File: src/rtl/phoenix_encoder_pkg.sv
// Shared types and constants for the quadrature encoder path: the signed
// step type produced by the transition decoder and the forward Gray order.
package phoenix_encoder_pkg;

  // One decoded movement: -1, 0 or +1, two's complement in two bits.
  typedef logic signed [1:0] step_t;

  localparam step_t STEP_NONE = 2'sb00;
  localparam step_t STEP_FWD  = 2'sb01;
  localparam step_t STEP_REV  = 2'sb11;

  // Forward rotation visits {A,B} in this order and wraps S3 -> S0.
  localparam logic [1:0] GRAY_S0 = 2'b00;
  localparam logic [1:0] GRAY_S1 = 2'b01;
  localparam logic [1:0] GRAY_S2 = 2'b11;
  localparam logic [1:0] GRAY_S3 = 2'b10;

  // Decoder output bundle, handy when the pair is routed together.
  typedef struct packed {
    step_t step;
    logic  illegal;
  } step_result_t;

  // Next state one forward step after ab.
  function automatic logic [1:0] gray_fwd_next(input logic [1:0] ab);
    logic [1:0] nxt;
    case (ab)
      GRAY_S0: nxt = GRAY_S1;
      GRAY_S1: nxt = GRAY_S2;
      GRAY_S2: nxt = GRAY_S3;
      default: nxt = GRAY_S0;
    endcase
    return nxt;
  endfunction

endpackage

File: src/rtl/quadrature_step_decode.sv
// Pure combinational transition decoder: maps the previous and current
// {A,B} phase pair to a signed step and flags a two-bit jump as illegal.
module quadrature_step_decode
  import phoenix_encoder_pkg::*;
(
  input  logic [1:0] prev_ab,
  input  logic [1:0] cur_ab,
  output step_t      step,
  output logic       illegal
);

  step_result_t result;

  // A single-bit change is a step in the direction given by the Gray
  // order; no change is a rest; both bits changing has no defined sense.
  always_comb begin
    result.step    = STEP_NONE;
    result.illegal = 1'b0;
    if (cur_ab == prev_ab) begin
      result.step = STEP_NONE;
    end else if (cur_ab == gray_fwd_next(prev_ab)) begin
      result.step = STEP_FWD;
    end else if (prev_ab == gray_fwd_next(cur_ab)) begin
      result.step = STEP_REV;
    end else begin
      result.illegal = 1'b1;
    end
  end

  assign step    = result.step;
  assign illegal = result.illegal;

endmodule

File: src/rtl/quadrature_decoder.sv
// 4x quadrature decoder: wrapping position counter, saturating per-window
// step count (velocity), last-direction flag and sticky illegal-jump flag.
module quadrature_decoder
  import phoenix_encoder_pkg::*;
#(
  parameter int POSITION_WIDTH = 16,
  parameter int VELOCITY_WIDTH = 16
) (
  input  logic                      clk,
  input  logic                      reset_n,
  input  logic                      clk_en,
  input  logic                      enc_a,
  input  logic                      enc_b,
  input  logic                      sample,
  input  logic                      clear_error,
  output logic [POSITION_WIDTH-1:0] position,
  output logic [VELOCITY_WIDTH-1:0] velocity,
  output logic                      velocity_valid,
  output logic                      direction,
  output logic                      error
);

  localparam int PW = POSITION_WIDTH;
  localparam int VW = VELOCITY_WIDTH;

  // Saturation limits of the window accumulator (two's complement).
  localparam logic [VW-1:0] ACC_MAX = {1'b0, {(VW-1){1'b1}}};
  localparam logic [VW-1:0] ACC_MIN = {1'b1, {(VW-1){1'b0}}};

  logic [1:0]    cur_ab;
  logic [1:0]    prev_ab_reg;
  logic          init_reg;
  logic [PW-1:0] position_reg;
  logic [PW-1:0] position_next;
  logic [VW-1:0] accum_reg;
  logic [VW-1:0] accum_sat;
  logic [VW:0]   accum_wide;
  logic [VW-1:0] velocity_reg;
  logic          velocity_valid_reg;
  logic          direction_reg;
  logic          error_reg;

  step_t         step_raw;
  logic          illegal_raw;
  step_t         step_eff;
  logic          illegal_eff;
  logic          decode_live;

  assign cur_ab = {enc_a, enc_b};

  quadrature_step_decode u_step_decode (
    .prev_ab (prev_ab_reg),
    .cur_ab  (cur_ab),
    .step    (step_raw),
    .illegal (illegal_raw)
  );

  // Transitions only count on enabled cycles once a reference state exists;
  // the first enabled cycle after reset merely captures that reference.
  assign decode_live = clk_en && init_reg;
  assign step_eff    = decode_live ? step_raw : STEP_NONE;
  assign illegal_eff = decode_live && illegal_raw;

  // Position wraps naturally at 2^PW in both directions.
  assign position_next = position_reg + {{(PW-2){step_eff[1]}}, step_eff};

  // Accumulate one bit wider, then clamp: a +/-1 step can overshoot the
  // signed range by at most one, visible as disagreeing top two bits.
  always_comb begin
    accum_wide = {accum_reg[VW-1], accum_reg} + {{(VW-1){step_eff[1]}}, step_eff};
    accum_sat  = accum_wide[VW-1:0];
    if (accum_wide[VW] != accum_wide[VW-1]) begin
      accum_sat = accum_wide[VW] ? ACC_MIN : ACC_MAX;
    end
  end

  // Reference phase pair and the "reference captured" flag.
  always_ff @(posedge clk or negedge reset_n) begin
    if (!reset_n) begin
      prev_ab_reg <= GRAY_S0;
      init_reg    <= 1'b0;
    end else if (clk_en) begin
      prev_ab_reg <= cur_ab;
      init_reg    <= 1'b1;
    end
  end

  // Position counter follows every decoded step one cycle later.
  always_ff @(posedge clk or negedge reset_n) begin
    if (!reset_n) begin
      position_reg <= '0;
    end else begin
      position_reg <= position_next;
    end
  end

  // Window accumulator: restarts from zero whenever a window is closed.
  always_ff @(posedge clk or negedge reset_n) begin
    if (!reset_n) begin
      accum_reg <= '0;
    end else if (sample) begin
      accum_reg <= '0;
    end else begin
      accum_reg <= accum_sat;
    end
  end

  // Velocity latches the closing window, including the closing cycle's step;
  // the valid pulse lands in the same cycle the new value becomes visible.
  always_ff @(posedge clk or negedge reset_n) begin
    if (!reset_n) begin
      velocity_reg       <= '0;
      velocity_valid_reg <= 1'b0;
    end else begin
      velocity_valid_reg <= sample;
      if (sample) begin
        velocity_reg <= accum_sat;
      end
    end
  end

  // Direction tracks the sign of the most recent nonzero step only.
  always_ff @(posedge clk or negedge reset_n) begin
    if (!reset_n) begin
      direction_reg <= 1'b0;
    end else if (step_eff != STEP_NONE) begin
      direction_reg <= step_eff[1];
    end
  end

  // Sticky error: a new illegal jump outranks a simultaneous clear.
  always_ff @(posedge clk or negedge reset_n) begin
    if (!reset_n) begin
      error_reg <= 1'b0;
    end else if (illegal_eff) begin
      error_reg <= 1'b1;
    end else if (clear_error) begin
      error_reg <= 1'b0;
    end
  end

  assign position       = position_reg;
  assign velocity       = velocity_reg;
  assign velocity_valid = velocity_valid_reg;
  assign direction      = direction_reg;
  assign error          = error_reg;

endmodule

File: config.mk
export PLATFORM = sky130hd
export DESIGN_NAME = quadrature_decoder
export DESIGN_NICKNAME = d
export VERILOG_FILES = /design/src/rtl/phoenix_encoder_pkg.sv /design/src/rtl/quadrature_step_decode.sv /design/src/rtl/quadrature_decoder.sv
export SDC_FILE = /design/constraint.sdc
export NUM_CORES = 1
export LEC_CHECK = 0
export ABC_AREA = 1
export CAP_MARGIN = 25
export CORE_MARGIN = 5
export CORE_UTILIZATION = 55
export CTS_CLUSTER_SIZE = 8
export DETAILED_ROUTE_END_ITERATION = 10
export PLACE_DENSITY = 0.77
export SLEW_MARGIN = 20
export SYNTH_ARGS = -nofsm -noshare
export SYNTH_HDL_FRONTEND = slang
export SYNTH_HIERARCHICAL = 1
export SYNTH_SLANG_ARGS = --single-unit
export TNS_END_PERCENT = 100
File: constraint.sdc
create_clock -name clk -period 3 [get_ports clk]
set_input_delay 0.6 -clock clk [delete_from_list [all_inputs] [get_ports clk]]
set_output_delay 0.6 -clock clk [all_outputs]
set_load 0.02 [all_outputs]
==> Yosys cells after proc, flatten, opt, wreduce, memory -nomap -nowiden <==
Index checks and enable logic that the tools add are counted.
{ "word_totals": {"memories": 0, "rom_bits": 0, "wordCells": 41, "latch_bits": 0, "register_bits": 54, "output_inout_bits": 35, "in_bits": 7, "ram_bits": 0} }
{ "classes": {"n_div": 0, "mux": 17, "n_reduce_logical": 6, "n_eq_ne": 8, "order_cmp": 0, "add_sub_neg": 2, "shifts": 0, "n_bitwise": 0, "mul": 0} }
{ "op_table": {"columns": ["cell", "count"], "rows": [
  ["$mux W16", 3],
  ["$add A16 B2 Y17", 1],
  ["$add A16 B16 Y16", 1],
  ["$mux W2", 7],
  ["$pmux W2 S3", 2],
  ["$eq A2 B2 Y1", 3],
  ["$mux W1", 5],
  ["$eq A2 B1 Y1 const B", 2],
  ["$eq A2 B2 Y1 const B", 2],
  ["$logic_not A2 Y1", 2],
  ["$reduce_bool A2 Y1", 2],
  ["$logic_and A1 B1 Y1", 2],
  ["$ne A1 B1 Y1", 1]
]} }

==> Depth between registers and ports, before layout <==
Gate-level depths: netlist (run 1).
{ "logic_depth": {"ltp_word": 15, "ltp_mapped": 27, "ltp_nobuf": 26} }

==> Hierarchy <==
Netlist (run 1), hierarchy kept.
{ "by_module_without_submodules": {"columns": ["mod", "cells_per_inst", "seq_area_each_um2", "area_per_inst_um2", "n_inst"], "rows": [
  ["quadrature_decoder", 476, 1351.3, 3638.5, 1],
  ["quadrature_step_decode", 23, 0.0, 96.3, 1]
]} }

==> Least setup slack after synthesis (run 1) <==
No wires, ideal clock.
{ "synth_timing": {"path_kind": "input port to flip-flop", "start": "in enc_a", "end": "reg velocity_reg[3] (netlist: velocity[3])", "arrival_ns": 2.821, "path_buffers": 3, "path_stages": 21, "t_required_ns": 2.883, "setup_time_ns": 0.117, "setup_slack_ns": 0.061, "path_cell_list": "inv_1 -> nand2_1 -> nand2_1 -> nand2_1 -> inv_1 -> inv_2 -> nor2_8 -> buf_6 -> buf_4 -> ha_1 -> a31oi_1 -> nand2_1 -> a21oi_1 -> nand3_1 -> nand2_2 -> nand2_4 -> buf_12 -> nand2_4 -> nand2_1 -> nand2_1 -> nand2_1"} }
{ "synth_between": {"elab_chain_len": 12, "elab_cells_between_ends": 17, "classes_between": "1 x add/sub; 6 x eq/ne; 9 x mux; 1 x reduce/logical"} }
{ "synth_rtl": {"columns": ["element", "line", "text"], "rows": [
  ["start: declaration", "quadrature_decoder.sv:12", "input logic enc_a,"],
  ["$eq A2 B2 Y1, or another cell as far along", "phoenix_encoder_pkg.sv:27", "case (ab)"],
  ["$pmux W2 S3", "phoenix_encoder_pkg.sv:27", null],
  ["$mux W2", "quadrature_step_decode.sv:21", "end else if (cur_ab == gray_fwd_next(prev_ab)) begin"],
  ["$mux W2", "quadrature_step_decode.sv:19", "if (cur_ab == prev_ab) begin"],
  ["$eq A2 B2 Y1", "quadrature_step_decode.sv:23", "end else if (prev_ab == gray_fwd_next(cur_ab)) begin"],
  ["$mux W2", "quadrature_step_decode.sv:23", null],
  ["$mux W2", "quadrature_step_decode.sv:21", null],
  ["$mux W2 (*)", "quadrature_step_decode.sv:19", null],
  ["net step_raw[1]", "quadrature_decoder.sv:43", "step_t step_raw;"],
  ["$mux W2 (*)", "quadrature_decoder.sv:61", "assign step_eff = decode_live ? step_raw : STEP_NONE;"],
  ["net step_eff[1]", "quadrature_decoder.sv:45", "step_t step_eff;"],
  ["$add A16 B2 Y17 (*)", "quadrature_decoder.sv:70", "accum_wide = {accum_reg[VW-1], accum_reg} + {{(VW-1){step_eff[1]}}, step_eff};"],
  ["$mux W16 or $ne A1 B1 Y1 (tied branches)", "quadrature_decoder.sv:73, quadrature_decoder.sv:72", null],
  ["$mux W16 (*)", "quadrature_decoder.sv:72", "if (accum_wide[VW] != accum_wide[VW-1]) begin"],
  ["end signal: assignment", "quadrature_decoder.sv:117", "velocity_reg <= accum_sat;"],
  ["end: declaration", "quadrature_decoder.sv:38", "logic [VW-1:0] velocity_reg;"]
]} }
The timed path passes the listed nets; every way through them passes the cells marked *. The select of a mux whose other input is x is not followed.
A chain may end at the register's enable or synchronous reset.

==> Worst setup path after layout (run 1) <==
{ "layout_timing": {"start": "in clk_en", "end": "reg velocity_reg[3] (netlist: velocity[3])"} }
{ "layout_between": {"elab_chain_len": 5, "elab_cells_between_ends": 6, "classes_between": "1 x add/sub; 1 x eq/ne; 3 x mux; 1 x reduce/logical"} }
{ "layout_rtl": {"columns": ["element", "line", "text"], "rows": [
  ["start: declaration", "quadrature_decoder.sv:11", "input logic clk_en,"],
  ["$logic_and A1 B1 Y1 (*)", "quadrature_decoder.sv:60", "assign decode_live = clk_en && init_reg;"],
  ["$mux W2 (*)", "quadrature_decoder.sv:61", null],
  ["$add A16 B2 Y17 (*)", "quadrature_decoder.sv:70", null],
  ["$mux W16 or $ne A1 B1 Y1 (tied branches)", "quadrature_decoder.sv:73, quadrature_decoder.sv:72", null],
  ["$mux W16 (*)", "quadrature_decoder.sv:72", null]
]} }
Every way passes the cells marked *; elsewhere a longest branch is shown, timed or not.

==> results by group, run 1 <==
Yosys
  – EDFF count, synth: 0
  – Sequential area share after synthesis: 0.362
  – Mapped Cells: 499
  – Seq cells post-synth: 54
  – Ys Warns: 6
  – Synth Area per Inst: 7.48 sq um
  – Post-synth ARST share: 1.00
  – Cell area after synthesis: 3730 sq um
  – Top FF cell, synth: dfrtp_1
  – Yosys cell types: 42
  – Synthesized Nets: 518

Timing
  – Slew @ Worst Pin: 0.563 ns
  – Final period util: 0.924
  – Setup violation total in the final timing report: 0
  – Max-slew violation count: 0
  – RSZ-0062 raised after global routing: no
  – Skew final: 0.00876 ns
  – Rel. slew slack: 0.620
  – Tmin final: 2.77 ns
  – Final hold violation count: 0
  – Max frequency: 361 MHz

CTS
  – Num CTS Buffers: 5
  – Clk_lat worst skew: 0.32 ns
  – H-tree depth: 2
  – Clock Path Buffers: 2
  – CTS tree: done
  – Hold buffer count at CTS: 0
  – # clock sinks: 54
  – CTS root buffer: clkbuf_8
  – Post-CTS sizing: 2
  – Setup Buffers After CTS: 0
  – Clock transition at path regs: 0.11 ns

Global routing
  – First-pass GRT wire length: 15,000 um
  – Pin count of the biggest net entering global routing: 36
  – Initial antenna violation count: 0
  – All-Layer GR Usage: 0.213
  – Vias in the first global route: 3,451
  – Congestion Overflow GR: 0

Finish
  – Most frequent cells in the layout: nand2_1, buf_4, dfrtp_1
  – Area occupied by multi-input gates: 2080 sq um
  – Diodes inserted: 0
  – Fin nets: 625
  – Commonest non-fill, non-tap cell in the layout: nand2_1
  – Layout cell share with drive strength beyond 1: 0.241
  – Layout area overhead: 29.3%
  – Final core utilization: 0.719
  – Reg area: 1350 sq um
  – Final cell count without fillers: 687
  – Number of fill cells: 560

Routing
  – Drt drc: 0
  – Vias: 3,505
  – Initial DRC count: 184
  – Via-per-instance ratio: 5.10
  – Post-Route WL: 8860 um
  – Drt pass-1 iters: 4
  – Remaining antenna violation count: 0
  – Per-cell routed wire length: 12.9 um

Die
  – CORE AREA: 6720 sq um
  – Die Ht: 92.4 um
  – Die ar.: 8540 sq um
  – Initial Util: 0.556
  – Die X: 92.4 um
  – # IOs: 42
  – Num rows: 30

Setup path
  – Critical Path RT: 3.22 ns
  – Slowest CP cell: clkdlybuf4s50_1
  – Largest stage delay, worst path: 0.50 ns
  – Most used cell along the critical path: nand2_1
  – CP Class: in2reg
  – Critical Path Source Type: primary input
  – Critical path fanouts, max: 22
  – CP cell instances: clkdlybuf4s50_1 > nand2_2 > nor2_8 > nand2_1 > nand2_1 > inv_1 > ha_1 > inv_1 > nand2_1 > nand2_1 > nand2_2 > nand2_1 > nand2_2 > nand2_1 > nand3_1 > nand2_4 > inv_2 > nand3_2 > buf_12 > nand2_1 > nand2_1 > nand2_1
  – CP Data Arrival Time: 2.99 ns
  – Crit. End Element: flip-flop

Place
  – Placer congestion estimate: 0.951
  – Post-DP HPWL: 6700 um
  – Input/output buffers: 41
  – Inst Count DP: 679

Power
  – Power density over cell area: 782 nW/um^2
  – Peak VDD IR: 0.000431 V
  – Static Leak: 2.63 nW

Flow run
  – Max-cap violations: 0

Min path
  – HP Class: in2async

Run status
  – Outcome: completed
-- final timing paths --
path / end / slack [ns] / cells past startpoint / startpoint
setup / recovery: velocity[3]$_DFFE_PN0P_ / 0.23 / 22 / clk_en
hold / removal: position[9]$_DFF_PN0_ / 0.21 / 1 / reset_n
hold reg to reg: velocity[12]$_DFFE_PN0P_ / 0.49 / 2 / velocity[12]$_DFFE_PN0P_
min in group clk: velocity[12]$_DFFE_PN0P_ / 0.49 / 2 / velocity[12]$_DFFE_PN0P_
max in group asynchronous: accum_reg[11]$_DFF_PN0_ / 2.00 / 2 / reset_n
setup reg to reg: velocity[3]$_DFFE_PN0P_ / 0.30 / 26 / prev_ab_reg[0]$_DFFE_PN0P_
-- synthesized netlist by cell type (2+ instances only) --
cell        n  area share
nand2_4     9       0.027
xnor2_1     9       0.021
nor3_1      2      0.0027
a41o_1      2      0.0054
a21oi_1    22       0.029
nand2_2    16       0.027
o21ai_0     5      0.0067
dfrtp_1    54        0.36
a41oi_1     6       0.014
nand4_1     6       0.010
buf_4       3      0.0060
nand3_2     2      0.0054
nor2_1     23       0.023
or2_2       2      0.0033
buf_6       6       0.018
a21oi_2    10       0.023
o21ai_2     2      0.0047
o21ai_1     4      0.0054
nand2_1   191        0.19
inv_2      11       0.011
nand3_1    17       0.023
clkbuf_1    2      0.0020
buf_2       2      0.0027
inv_1      44       0.044
ha_1       12       0.040
a31oi_1     2      0.0033
xor2_1     20       0.047
-- final cells by class --
class                           count  share of cell area
Inverter                           56              0.0435
Clock buffer                        5              0.0142
Sequential cell                    54               0.280
Clock inverter                      3             0.00570
Multi-Input combinational cell    374               0.430
Tap cell                           80              0.0207
Timing Repair Buffer              115               0.206
-- logic make-up (layout without fill, tap and decap cells) --
family	Yosys count	after routing	synth area share
buf+inv	71	179	0.0915
fa+ha+maj	12	12	0.0402
simple gates	275	275	0.333
compound gates	58	58	0.106
flops	54	54	0.362
xor+xnor	29	29	0.0680
-- through the flow --
| step | power, W | setup TNS (ns) | area (sq um) | hold WS [ns] | setup WS (ns) |
|---|---|---|---|---|---|
| 3_5_place_dp | 0.00331 | -11.83 | 4690 | 0.464 | -0.410 |
| 4_1_cts | 0.00378 | 0 | 4800 | 0.222 | 0.00216 |
| 6_report | 0.00378 | 0 | 4830 | 0.209 | 0.229 |
| 5_1_grt | 0.00407 | 0 | 4830 | 0.244 | 0.0553 |
| 3_3_place_gp | 0.00326 | -7.73 | 4690 | 0.466 | -0.289 |
| 2_1_floorplan | 0.00237 | 0 | 3730 | 0.304 | 0.0615 |
-- worst max-delay path: cells and delay by family --
family | cells | cell delay [ns]
adders and majority gates | 1 | 0.18
and+or+nand+nor | 16 | 1.37
buffers and inverters | 5 | 0.81
-- where the power goes --
part           internal, W  total, W  leakage, nW  switching, W
Combinational      0.00102   0.00218         1.91       0.00116
Sequential        0.000973   0.00115        0.670      0.000174
Clock             0.000174  0.000449       0.0467      0.000276
-- layer usage --
metal	global-route usage	wire length, um	up-vias
li1	-	-	1793
met1	0.269	3850	1592
met4	0.0705	240	0
met2	0.364	4260	99
met5	0	0	-
met3	0.0398	514	21
Power figures use the tool's default switching activity.
==> inputs of run 2 (changes only) <==
PLACE_DENSITY = 0.78   (was 0.77)
TNS_END_PERCENT = 30   (was 100)
==> run 2 against run 1 <==
Net effect:
- first-iteration DRC count decreased by 3.8%
- setup slack got worse by 0.075 ns
- total power increased by 0.48%
- final area increased by 2.2%
- sequential share of layout area decreased by 0.57 points
- register-to-register slack got worse by 0.09 ns
- utilization increased by 1.6 points
- fmax decreased by 2.6%
- sequential cell count unchanged
- hold slack improved by 0.0031 ns
- clock power about the same
- critical path type unchanged
==> results by group, run 2 (synthesis results as in run 1) <==
Place
  – Post-DP HPWL: 6800 um (+1.5%)
  – Area after DPL: 4730 sq um (+0.80%)
  – Input/output buffers: 41 (unchanged)
  – Placer congestion estimate: 0.937 (-1.4%)
  – Post-Place Worst Slack: -0.467 ns (-0.0565 ns)

Setup path
  – CP Class: in2reg
  – Reg2reg start: prev_ab_reg[1]$_DFFE_PN0P_
  – Largest stage delay, worst path: 0.53 ns (+0.03 ns)
  – Worst Path Buf+Inv: 4 (-1)
  – Crit-path leading delay family: buffers and inverters
  – Critical Path RT: 3.25 ns (+0.03 ns)
  – Slowest CP cell: clkdlybuf4s50_1
  – R2r worst-path depth: 19 (-27%)
  – Most used cell along the critical path: nand2_1
  – Critical Path Source Type: primary input
  – Crit. End Element: flip-flop
  – CP Data Arrival Time: 3.09 ns (+0.10 ns)
  – Critical path fanouts, max: 11 (-50%)
  – Reg2Reg Setup Slack: 0.21 ns (-0.09 ns)
  – RR Endpoint: accum_reg[9]$_DFF_PN0_
  – CP cell instances: clkdlybuf4s50_1 > nand2_4 > nor2_8 > buf_12 > ha_1 > a31oi_1 > nand2_1 > a21oi_2 > nand2_1 > nand2_1 > nand2_4 > inv_2 > nand3_4 > bufbuf_16 > a21oi_1

Timing
  – Final setup margin: 0.154 ns (-0.0749 ns)
  – Max frequency: 351 MHz (-2.6%)
  – Tmin final: 2.85 ns (+0.0749 ns)
  – Slew @ Worst Pin: 0.551 ns (-0.0122 ns)
  – Max-slew violation count: 0 (unchanged)
  – Final period util: 0.949 (+0.0250)
  – Setup violation total in the final timing report: 0 (unchanged)
  – Skew final: 0.00850 ns (-0.000260 ns)
  – Rel. slew slack: 0.628 (+0.00827)
  – Final hold violation count: 0 (unchanged)

Global routing
  – Initial antenna violation count: 0 (unchanged)
  – Vias in the first global route: 3,590 (+4.0%)
  – First-pass GRT wire length: 15,500 um (+3.2%)
  – All-Layer GR Usage: 0.220 (+0.00709)
  – Congestion Overflow GR: 0 (unchanged)
  – Pin count of the biggest net entering global routing: 35 (-2.8%)

CTS
  – H-tree depth: 2 (unchanged)
  – CTS root buffer: clkbuf_8
  – Clk_lat worst skew: 0.32 ns (about the same)
  – # clock sinks: 54 (unchanged)
  – CTS tree: done
  – Clock Path Buffers: 2 (unchanged)
  – Num CTS Buffers: 5 (unchanged)
  – Hold buffer count at CTS: 0 (unchanged)
  – Clock transition at path regs: 0.11 ns (about the same)

Finish
  – Layout cell share with drive strength beyond 1: 0.259 (+0.0188)
  – Layout area overhead: 32.2%
  – Reg area: 1350 sq um (about the same)
  – Number of fill cells: 513 (-8.4%)
  – Diodes inserted: 0 (unchanged)
  – Commonest non-fill, non-tap cell in the layout: nand2_1
  – Area occupied by multi-input gates: 2090 sq um (+0.42%)
  – Most frequent cells in the layout: nand2_1, buf_4, dfrtp_1
  – Fin nets: 635 (+1.6%)
  – Fin area: 4940 sq um (+2.2%)

Routing
  – Drt pass-1 iters: 4 (unchanged)
  – Drt drc: 0 (unchanged)
  – Vias: 3,543 (+1.1%)
  – Initial DRC count: 177 (-3.8%)
  – Per-cell routed wire length: 13.1 um (+1.8%)
  – Post-Route WL: 9150 um (+3.3%)
  – Remaining antenna violation count: 0 (unchanged)
  – Via-per-instance ratio: 5.08 (-0.37%)

Die
  – Die Ht: 92.4 um (unchanged)
  – Num rows: 30 (unchanged)
  – # IOs: 42 (unchanged)
  – CORE AREA: 6720 sq um (unchanged)
  – Die X: 92.4 um (unchanged)
  – Initial Util: 0.556 (unchanged)
  – Die ar.: 8540 sq um (unchanged)

Power
  – Power density over cell area: 769 nW/um^2 (-1.7%)
  – Peak VDD IR: 0.000458 V (+6.3%)
  – Static Leak: 2.69 nW (+2.1%)
  – PnR Total Power: 0.00380 W (+0.48%)

Run status
  – Outcome: completed

Flow run
  – Max-cap violations: 0 (unchanged)

Min path
  – HP Class: in2async
==> run 2: report_power, final <==
group / switching [W] / internal [W]
Clock: 0.000279 / 0.000174
Combinational: 0.00117 / 0.00103
Sequential: 0.000175 / 0.000973
==> run 2: repair_timing <==
item                       in CTS  in global routing
cloned                          1                  0
pin swaps                       2                  2
setup endpoints to repair      21                 31
buffers inserted                0                  4
resized for setup               5                 13
==> run 2: how the worst max path moves through the flow <==
stage                     slack (ns)                  endpoint  cells after the start                  startpoint
after floorplan                 0.06   velocity[3]$_DFFE_PN0P_                     21                       enc_a
after global placement         -0.30  velocity[11]$_DFFE_PN0P_                     25                       enc_a
after detailed placement       -0.47  velocity[13]$_DFFE_PN0P_                     27                       enc_a
after CTS                       0.07    accum_reg[9]$_DFF_PN0_                     21                      clk_en
after global routing           -0.04   accum_reg[10]$_DFF_PN0_                     21  prev_ab_reg[0]$_DFFE_PN0P_
final                           0.15    accum_reg[9]$_DFF_PN0_                     15                      clk_en
==> run 2: cell type report <==
cell class,count,area share
inverters,56,0.0426
multi-input cells,374,0.423
well taps,80,0.0203
clock buffers,5,0.0139
repair buffers,125,0.221
clock inverters,3,0.00583
flip-flops and latches,54,0.274
==> run 2: routing by layer <==
layer  share of wire  wire length [um]  track usage
met1            0.44              4010        0.265
met2            0.49              4520        0.395
met3           0.044               402       0.0406
met4           0.023               215       0.0681
met5               0                 0            0
==> run 2: per-stage QoR <==
stage	setup TNS (ns)	instances	utilization	hold slack (ns)
3_3_place_gp	-8.09	684	0.704	0.463
4_1_cts	0	693	0.725	0.225
2_1_floorplan	0	499	-	0.304
3_5_place_dp	-12.36	684	0.704	0.465
6_report	0	697	0.735	0.212
5_1_grt	-0.186	697	0.735	0.250
